$ cat src/rtl/cpu_execute_divider_if.sv
// Request/response bundle between the execute stage and the iterative divider.
// The master side drives operands and control; the slave side is the divider.
interface cpu_execute_divider_if #(
    parameter int unsigned WIDTH = 32
);
    logic             i_flush;
    logic             i_request;
    logic [1:0]       i_op;
    logic [WIDTH-1:0] i_rs1;
    logic [WIDTH-1:0] i_rs2;
    logic             o_busy;
    logic             o_ready;
    logic [WIDTH-1:0] o_result;

    modport master (
        output i_flush,
        output i_request,
        output i_op,
        output i_rs1,
        output i_rs2,
        input  o_busy,
        input  o_ready,
        input  o_result
    );

    modport slave (
        input  i_flush,
        input  i_request,
        input  i_op,
        input  i_rs1,
        input  i_rs2,
        output o_busy,
        output o_ready,
        output o_result
    );
endinterface

$ cat src/rtl/cpu_execute_divider.sv
// RV32M DIV/DIVU/REM/REMU unit, one restoring-division bit per clock.
// Optional CPU_DIV_EARLY_OUT_EN skips the iterations for zero divisors and |rs1| < |rs2|.
module cpu_execute_divider #(
    parameter int unsigned WIDTH = 32
) (
    input logic                  i_clock,
    input logic                  i_reset,
    cpu_execute_divider_if.slave bus
);
    localparam int unsigned      CntW    = $clog2(WIDTH);
    localparam logic [CntW-1:0]  CntLast = CntW'(WIDTH - 1);

    localparam logic [1:0] StIdle   = 2'd0;
    localparam logic [1:0] StDivide = 2'd1;
    localparam logic [1:0] StFixup  = 2'd2;
    localparam logic [1:0] StDone   = 2'd3;

    logic [1:0]       state_q, state_d;
    logic             is_rem_q, is_rem_d;
    logic [WIDTH-1:0] divisor_q, divisor_d;
    logic [WIDTH-1:0] rem_q, rem_d;
    logic [WIDTH-1:0] quo_q, quo_d;
    logic [CntW-1:0]  count_q, count_d;
    logic             neg_quo_q, neg_quo_d;
    logic             neg_rem_q, neg_rem_d;
    logic             skip_q, skip_d;
    logic [WIDTH-1:0] result_q, result_d;

    logic             signed_op;
    logic             rs1_neg;
    logic             rs2_neg;
    logic [WIDTH-1:0] rs1_mag;
    logic [WIDTH-1:0] rs2_mag;
    logic             accept;
    logic [WIDTH:0]   rem_shift;
    logic             take;

    always_comb begin
        signed_op = ~bus.i_op[0];
        rs1_neg   = signed_op & bus.i_rs1[WIDTH-1];
        rs2_neg   = signed_op & bus.i_rs2[WIDTH-1];
        rs1_mag   = rs1_neg ? -bus.i_rs1 : bus.i_rs1;
        rs2_mag   = rs2_neg ? -bus.i_rs2 : bus.i_rs2;
        accept    = bus.i_request && !bus.i_flush &&
                    (state_q == StIdle || state_q == StDone);
        // The shifted partial remainder needs one extra bit; after a
        // conditional subtract it always fits back into WIDTH bits.
        rem_shift = {rem_q, quo_q[WIDTH-1]};
        take      = rem_shift >= {1'b0, divisor_q};
    end

    always_comb begin
        state_d   = state_q;
        is_rem_d  = is_rem_q;
        divisor_d = divisor_q;
        rem_d     = rem_q;
        quo_d     = quo_q;
        count_d   = count_q;
        neg_quo_d = neg_quo_q;
        neg_rem_d = neg_rem_q;
        skip_d    = skip_q;
        result_d  = result_q;

        case (state_q)
            StIdle, StDone: begin
                state_d = StIdle;
                if (accept) begin
                    state_d   = StDivide;
                    is_rem_d  = bus.i_op[1];
                    divisor_d = rs2_mag;
                    quo_d     = rs1_mag;
                    rem_d     = '0;
                    count_d   = '0;
                    neg_quo_d = (rs1_neg ^ rs2_neg) && (bus.i_rs2 != '0);
                    neg_rem_d = rs1_neg;
                    skip_d    = 1'b0;
`ifdef CPU_DIV_EARLY_OUT_EN
                    // Answer is already known: pass straight through to fixup.
                    if (bus.i_rs2 == '0 || rs1_mag < rs2_mag) begin
                        skip_d = 1'b1;
                        quo_d  = (bus.i_rs2 == '0) ? '1 : '0;
                        rem_d  = rs1_mag;
                    end
`endif
                end
            end
            StDivide: begin
                if (skip_q) begin
                    skip_d  = 1'b0;
                    state_d = StFixup;
                end else begin
                    rem_d = take ? (rem_shift[WIDTH-1:0] - divisor_q) : rem_shift[WIDTH-1:0];
                    quo_d = {quo_q[WIDTH-2:0], take};
                    if (count_q == CntLast) begin
                        count_d = '0;
                        state_d = StFixup;
                    end else begin
                        count_d = count_q + 1'b1;
                    end
                end
            end
            StFixup: begin
                // Overflow and divide-by-zero fall out of the magnitude
                // arithmetic and the sign flags without extra cases.
                if (is_rem_q) begin
                    result_d = neg_rem_q ? -rem_q : rem_q;
                end else begin
                    result_d = neg_quo_q ? -quo_q : quo_q;
                end
                state_d = StDone;
            end
            default: state_d = StIdle;
        endcase

        if (bus.i_flush) begin
            state_d  = StIdle;
            result_d = result_q;
        end
    end

    always_ff @(posedge i_clock) begin
        if (i_reset) begin
            state_q   <= StIdle;
            is_rem_q  <= 1'b0;
            divisor_q <= '0;
            rem_q     <= '0;
            quo_q     <= '0;
            count_q   <= '0;
            neg_quo_q <= 1'b0;
            neg_rem_q <= 1'b0;
            skip_q    <= 1'b0;
            result_q  <= '0;
        end else begin
            state_q   <= state_d;
            is_rem_q  <= is_rem_d;
            divisor_q <= divisor_d;
            rem_q     <= rem_d;
            quo_q     <= quo_d;
            count_q   <= count_d;
            neg_quo_q <= neg_quo_d;
            neg_rem_q <= neg_rem_d;
            skip_q    <= skip_d;
            result_q  <= result_d;
        end
    end

    assign bus.o_busy   = (state_q == StDivide) || (state_q == StFixup);
    assign bus.o_ready  = (state_q == StDone);
    assign bus.o_result = result_q;
endmodule
$ cat src/flat_wrapper.sv
// flat-port wrapper written by rule: the top's interface ports become plain ports
module cpu_execute_divider_flat 
#(
    parameter int unsigned WIDTH = 32
)
  (i_clock, i_reset, bus_i_flush, bus_i_request, bus_i_op, bus_i_rs1, bus_i_rs2, bus_o_busy, bus_o_ready, bus_o_result);
  cpu_execute_divider_if #(.WIDTH(WIDTH)) bus_i ();
  input logic i_clock;
  input logic i_reset;
  input wire logic [$bits(bus_i.i_flush)-1:0] bus_i_flush;
  input wire logic [$bits(bus_i.i_request)-1:0] bus_i_request;
  input wire logic [$bits(bus_i.i_op)-1:0] bus_i_op;
  input wire logic [$bits(bus_i.i_rs1)-1:0] bus_i_rs1;
  input wire logic [$bits(bus_i.i_rs2)-1:0] bus_i_rs2;
  output wire logic [$bits(bus_i.o_busy)-1:0] bus_o_busy;
  output wire logic [$bits(bus_i.o_ready)-1:0] bus_o_ready;
  output wire logic [$bits(bus_i.o_result)-1:0] bus_o_result;
  assign bus_i.i_flush = bus_i_flush;
  assign bus_i.i_request = bus_i_request;
  assign bus_i.i_op = bus_i_op;
  assign bus_i.i_rs1 = bus_i_rs1;
  assign bus_i.i_rs2 = bus_i_rs2;
  assign bus_o_busy = bus_i.o_busy;
  assign bus_o_ready = bus_i.o_ready;
  assign bus_o_result = bus_i.o_result;
  cpu_execute_divider #(.WIDTH(WIDTH)) u_core (.i_clock(i_clock), .i_reset(i_reset), .bus(bus_i));
endmodule
$ cat config.mk
export PLATFORM = sky130hd
export DESIGN_NAME = cpu_execute_divider_flat
export DESIGN_NICKNAME = d
export VERILOG_FILES = /design/src/rtl/cpu_execute_divider_if.sv /design/src/rtl/cpu_execute_divider.sv /design/src/flat_wrapper.sv
export SDC_FILE = /design/constraint.sdc
export NUM_CORES = 1
export LEC_CHECK = 0
export CORE_UTILIZATION = 45
export DETAILED_ROUTE_END_ITERATION = 7
export GPL_ROUTABILITY_DRIVEN = 0
export PLACE_DENSITY = 0.69
export RECOVER_POWER = 25
export SYNTH_ARGS = -nofsm -noshare
export SYNTH_HDL_FRONTEND = slang
export SYNTH_SLANG_ARGS = --single-unit
$ cat constraint.sdc
create_clock -name i_clock -period 4 [get_ports i_clock]
set_clock_uncertainty 0.05 [all_clocks]
set_input_delay 0.6 -clock i_clock [delete_from_list [all_inputs] [get_ports i_clock]]
set_output_delay 0.6 -clock i_clock [all_outputs]
set_load 0.005 [all_outputs]
Yosys cells after proc, flatten, opt, wreduce, memory -nomap -nowiden
Cells that the tools add are included.

Flip-flop bits (word level): 139. Input port bits: 70.

Mux-type cells: 22. $lt $le $gt $ge: 1. Add/subtract/negate cells: 6. Reduce and logical (&&, ||, !) cells: 15. Bitwise gates (word level): 5. Eq/ne operators: 7.

Operators with widths (number): $mux 32 (10); $neg 32->32 (4); $pmux 32 s2 (2); $ge 33x32->1 (1); $reduce_bool 32->1 (1); $sub 32x32->32 (1); $mux 5 (3); $pmux 5 s2 (1); $pmux 2 s3 (1); $reduce_and 2->1 (3); $add 5x1->5 const B (1); $eq 5x5->1 const B (1); $eq 2x2->1 const B (2); $mux 2 (2); $reduce_or 2->1 (2); $logic_and 1x1->1 (3); $ne 3x1->1 const B (1); $reduce_and 3->1 (1); $and 1x1->1 (2); $eq 2x1->1 const B (1); $logic_not 2->1 (1); $logic_or 1x1->1 (2); $mux 1 (2); $ne 2x1->1 const B (1); other kinds (6) (7).

Depth between registers and ports, before layout
Word-level depth: 5. Depth in mapped cells: 12. Mapped depth without buffers: 12.

Worst setup path after synthesis
Ideal clock, no wire load.

Path kind: input port to flip-flop. Start: input bus_i_rs1[8]. End: register u_core.quo_q[30]. Path buffers: 0. Stages on the path: 8. Path slack: 1.220 ns. Arrival: 2.659 ns. Cells stage by stage: or3_1 -> nor4_1 -> nand4_1 -> nor4_1 -> a21oi_1 -> xnor2_1 -> a211o_1 -> a21oi_1.

Cells in the longest elaborated chain, start to end: 4.

Ends and longest elaborated chain: from (decl) (line flat_wrapper.sv:13) `input wire logic [$bits(bus_i.i_rs1)-1:0] bus_i_rs1;`; $neg 32->32 (line cpu_execute_divider.sv:42) `rs1_mag = rs1_neg ? -bus.i_rs1 : bus.i_rs1;`; $mux 32 (line cpu_execute_divider.sv:42); $mux 32 (line cpu_execute_divider.sv:67) `if (accept) begin`; $pmux 32 s2 (line cpu_execute_divider.sv:64) `case (state_q)`; to (signal assigned) (line cpu_execute_divider.sv:138) `quo_q <= quo_d;`; to (decl) (line cpu_execute_divider.sv:22) `logic [WIDTH-1:0] quo_q, quo_d;`.

No other way between the ends. The select of a mux whose other input is x is not followed. A chain may end at the register's enable or synchronous reset.

Worst setup path in the final report
Start: register u_core.rem_q[7]. End: register u_core.rem_q[10].

Cells in the longest elaborated chain, start to end: 4.

Ends and longest elaborated chain: from (decl) (line cpu_execute_divider.sv:21) `logic [WIDTH-1:0] rem_q, rem_d;`; from (signal assigned) (line cpu_execute_divider.sv:137) `rem_q <= rem_d;`; $sub 32x32->32 or $ge 33x32->1 (tied branches) (line cpu_execute_divider.sv:92, cpu_execute_divider.sv:49); $mux 32 * (line cpu_execute_divider.sv:92) `rem_d = take ? (rem_shift[WIDTH-1:0] - divisor_q) : rem_shift[WIDTH-1:0];`; $mux 32 * (line cpu_execute_divider.sv:88) `if (skip_q) begin`; $pmux 32 s2 * (line cpu_execute_divider.sv:64).

Every way passes the cells marked *; elsewhere a longest branch is shown, timed or not. The select of a mux whose other input is x is not followed.

==> impl_results.md <==
* Reg2reg setup slack at 650 ps
* Clk root buf: clkbuf_16
* First drt pass iteration count at 8
* Slew Limit Fails at 0
* Largest stage delay, worst path at 700 ps
* Die width at 152 µm
* Part of the power in registers at 38.9%
* R2R Path Start: u_core.rem_q[7]$_SDFFE_PP0P_
* Dpl hpwl at 22300 µm
* Total negative slack at 0 ps
* Relative slew slack at 16.4%
* Worst min path class: reg2reg
* Largest net degree at the start of global routing at 73
* Max Cap Violations at 0
* Met1 wire length at 14500 µm
* Total Wirelength at 30000 µm
* Critical Path Fanout Max at 16
* Clock transition at the registers of the reported paths at 60 ps
* Reg2reg path depth at 10
* Syn_area_per_cell at 7.44 µm²
* Violated checks: DRC
* I/O Buffers at 103
* Layout area overhead at 18.0%
* Pwr Density at 322 nW/µm²
* Post-cts sizing count at 0
* Crit path arrival time at 3650 ps
* TritonCTS sink count at 138
* First-pass GRT wire length at 48700 µm
* Initial antenna violation count at 0
* DRC errors left at 8
* RSZ-0062 raised after global routing: false
* Fraction of power consumed by combinational cells at 19.7%
* Worst Setup Start Kind: register
* Internal power at 0.00269 W
* Slew @ Worst Pin at 1250 ps
* Hold Path Cell Cnt at 2
* Die area at 23100 µm²
* Postcts setup bufs at 0
* Top sig layer: met4
* Clock tree buffer depth at 2
* # setup viols final at 0
* DR WL met2 at 12700 µm
* Hold-fix buffer count after cts at 0
* Fin crit share at 83.8%
* Clock share of power at 41.4%
* Final min period at 3350 ps
* CTS Buf Count at 17
* WL/cell at 17.5 µm
* Hold path endpoint: u_core.bus.o_result[3]$_SDFFE_PP0P_
* Worst hold slack at 401 ps
* CTS tree: done
* Crit. End Element: register
* Cells after Synth at 1362
* Die H at 152 µm
* Drt via density at 6.00
* Share of cells above drive strength 1 at 5.58%
* Final Hold Vio Count at 0
* Core footprint at 22000 µm²
* Antenna viol nets, final at 0
* Maximum VDD drop at 0.000265 V
* Grt total ovfl at 0
* H-Tree Depth at 4
* Worst-Skew Late Latency at 440 ps
* Row Count at 54
* Hold path startpoint: u_core.bus.o_result[3]$_SDFFE_PP0P_
* Initial DRC Count at 940
* Most used DFF post-synth: dfxtp_1
* Commonest cells post-synth: nand2_1, dfxtp_1, a21oi_1
* Fill cell count at 2118
* # IOs at 104
* Slowest-stage cell, CP: o311ai_2
* Switching Share at 30.2%
* Antenna cells at 0
* Via Count at 10.3k
* Post-synthesis async set-or-reset flop share at 0%
* Sequential-to-total area share from yosys stat at 27.3%
* GRT Util Overall at 26.0%
* Synth warn at 0
* Cell with the most instances after synthesis: nand2_1
* Inst Count DP at 1681
* Final Non-Filler Cells at 1713
* P_leak at 4.56 nW
* CP delay by family, top: compound AO/OA/AOI/OAI gates
* WL met3 at 2030 µm
* Post-synth cell types at 72
* WP data required at 4290 ps
* Worst path bufs/invs at 1
* Kind of critical path: reg2reg
* FF+latch count, synth at 138
* Yosys top cell area share at 27.3%
* Synth area leader: dfxtp_1
* CP Cell Sequence: ha_1 > and4_1 > and3_1 > o21a_1 > o21ai_1 > a21o_1 > o311ai_2 > buf_4 > nand2_1 > o21ai_0
* Post-synth EDFFs at 0
* Syn_nets at 1474
* Starting density of the core at 46.2%
* Nets at 1532
* Status: finished with violations
* Synth Cell Area at 10100 µm²
* Vias in the first global route at 9115
* Top post-synthesis cells by area: dfxtp_1, nand2_1, xnor2_1, xor2_1, a21oi_1
* Achievable frequency at 298 MHz
* Net Sw Power at 0.00116 W
* Reg2reg end: u_core.rem_q[10]$_SDFFE_PP0P_
## cell type report
| cell class | instances | area (µm²) | area share (%) |
|---|---|---|---|
| timing repair buffer | 128 | 1210 | 10.1 |
| clock buffer | 20 | 447 | 3.73 |
| sequential | 138 | 2760 | 23.1 |
| clock inverter | 12 | 140 | 1.17 |
| multi-input combinational | 1077 | 6830 | 57.1 |
| tap | 280 | 350 | 2.93 |
| inverter | 58 | 218 | 1.82 |
## power groups by stage
| stage | clock network (W) | registers (W) | logic, W |
|---|---|---|---|
| final | 0.00159 | 0.00150 | 0.000760 |
| after global routing | 0.00168 | 0.00150 | 0.000838 |
| after CTS | 0.00162 | 0.00149 | 0.000754 |
| after detailed placement | 0 | 0.00152 | 0.000747 |
| after global placement | 0 | 0.00152 | 0.000743 |
| after floorplan | 0 | 0.00149 | 0.000527 |
## worst reg2reg max path: stages, from the launching register on
cell	delay, ps
dfxtp_1	380
ha_1	410
and4_1	270
and3_1	210
o21a_1	180
o21ai_1	110
a21o_1	230
o311ai_2	700
buf_4	360
nand2_1	150
o21ai_0	210
## logic make-up (layout without fill, tap and decap cells)
| logic type | Yosys count | in the layout | share of synthesized area (%) |
|---|---|---|---|
| buffers and inverters | 147 | 218 | 5.48 |
| AOI/OAI and AO/OA | 401 | 401 | 26.2 |
| muxes | 6 | 6 | 0.593 |
| and+or+nand+nor | 490 | 490 | 23.3 |
| DFF | 138 | 138 | 27.3 |
| xor gates and xnor gates | 138 | 138 | 11.9 |
| adders and majority gates | 42 | 42 | 5.26 |
## registers in the layout, summed over array words and instances, names as in the netlist
register             cells
u_core.bus.o_result     32
u_core.is_rem_q          1
u_core.quo_q            32
u_core.neg_quo_q         1
u_core.state_q           2
u_core.count_q           5
u_core.neg_rem_q         1
u_core.rem_q            32
u_core.divisor_q        32
## metal layers
metal  GRT usage (%)  up-vias
li1                -     5052
met1            38.4     4805
met3            4.22       49
met5               0        -
met4            9.14        0
met2            37.9      371
## through the flow
step / instance area (µm²) / power (W) / worst slack (ps) / utilization, %
after floorplan: 10100 / 0.00202 / 1220 / -
after global placement: 11400 / 0.00226 / 669 / 51.9
after detailed placement: 11400 / 0.00227 / 568 / 51.9
after CTS: 12000 / 0.00386 / 628 / 54.5
after global routing: 12000 / 0.00402 / 346 / 54.5
final: 12000 / 0.00385 / 648 / 54.5
## cell usage in the layout (no fill, tap or decap), drive strengths merged, types with 33 or more instances in the layout
cell,count
o211ai,34
nor2,108
o21ai,68
xor2,69
xnor2,69
a21oi,118
ha,41
a211oi,40
inv,60
nand3,64
dlygate4sd3,33
o31ai,37
nand2,170
clkdlybuf4s50,69
dfxtp,138
## worst max path at each step
stage | slack [ps] | depth (start not counted) | endpoint | startpoint
2_1_floorplan | 1220 | 8 | u_core.quo_q[30]$_SDFFE_PP0P_ | bus_i_rs1[8]
3_3_place_gp | 670 | 10 | u_core.divisor_q[28]$_SDFFE_PP0P_ | bus_i_rs2[0]
3_5_place_dp | 570 | 10 | u_core.divisor_q[28]$_SDFFE_PP0P_ | bus_i_rs2[0]
4_1_cts | 630 | 10 | u_core.rem_q[10]$_SDFFE_PP0P_ | u_core.rem_q[7]$_SDFFE_PP0P_
5_1_grt | 350 | 10 | u_core.rem_q[10]$_SDFFE_PP0P_ | u_core.rem_q[7]$_SDFFE_PP0P_
6_report | 650 | 10 | u_core.rem_q[10]$_SDFFE_PP0P_ | u_core.rem_q[7]$_SDFFE_PP0P_
Note: power is estimated with default switching activity, not from simulation.
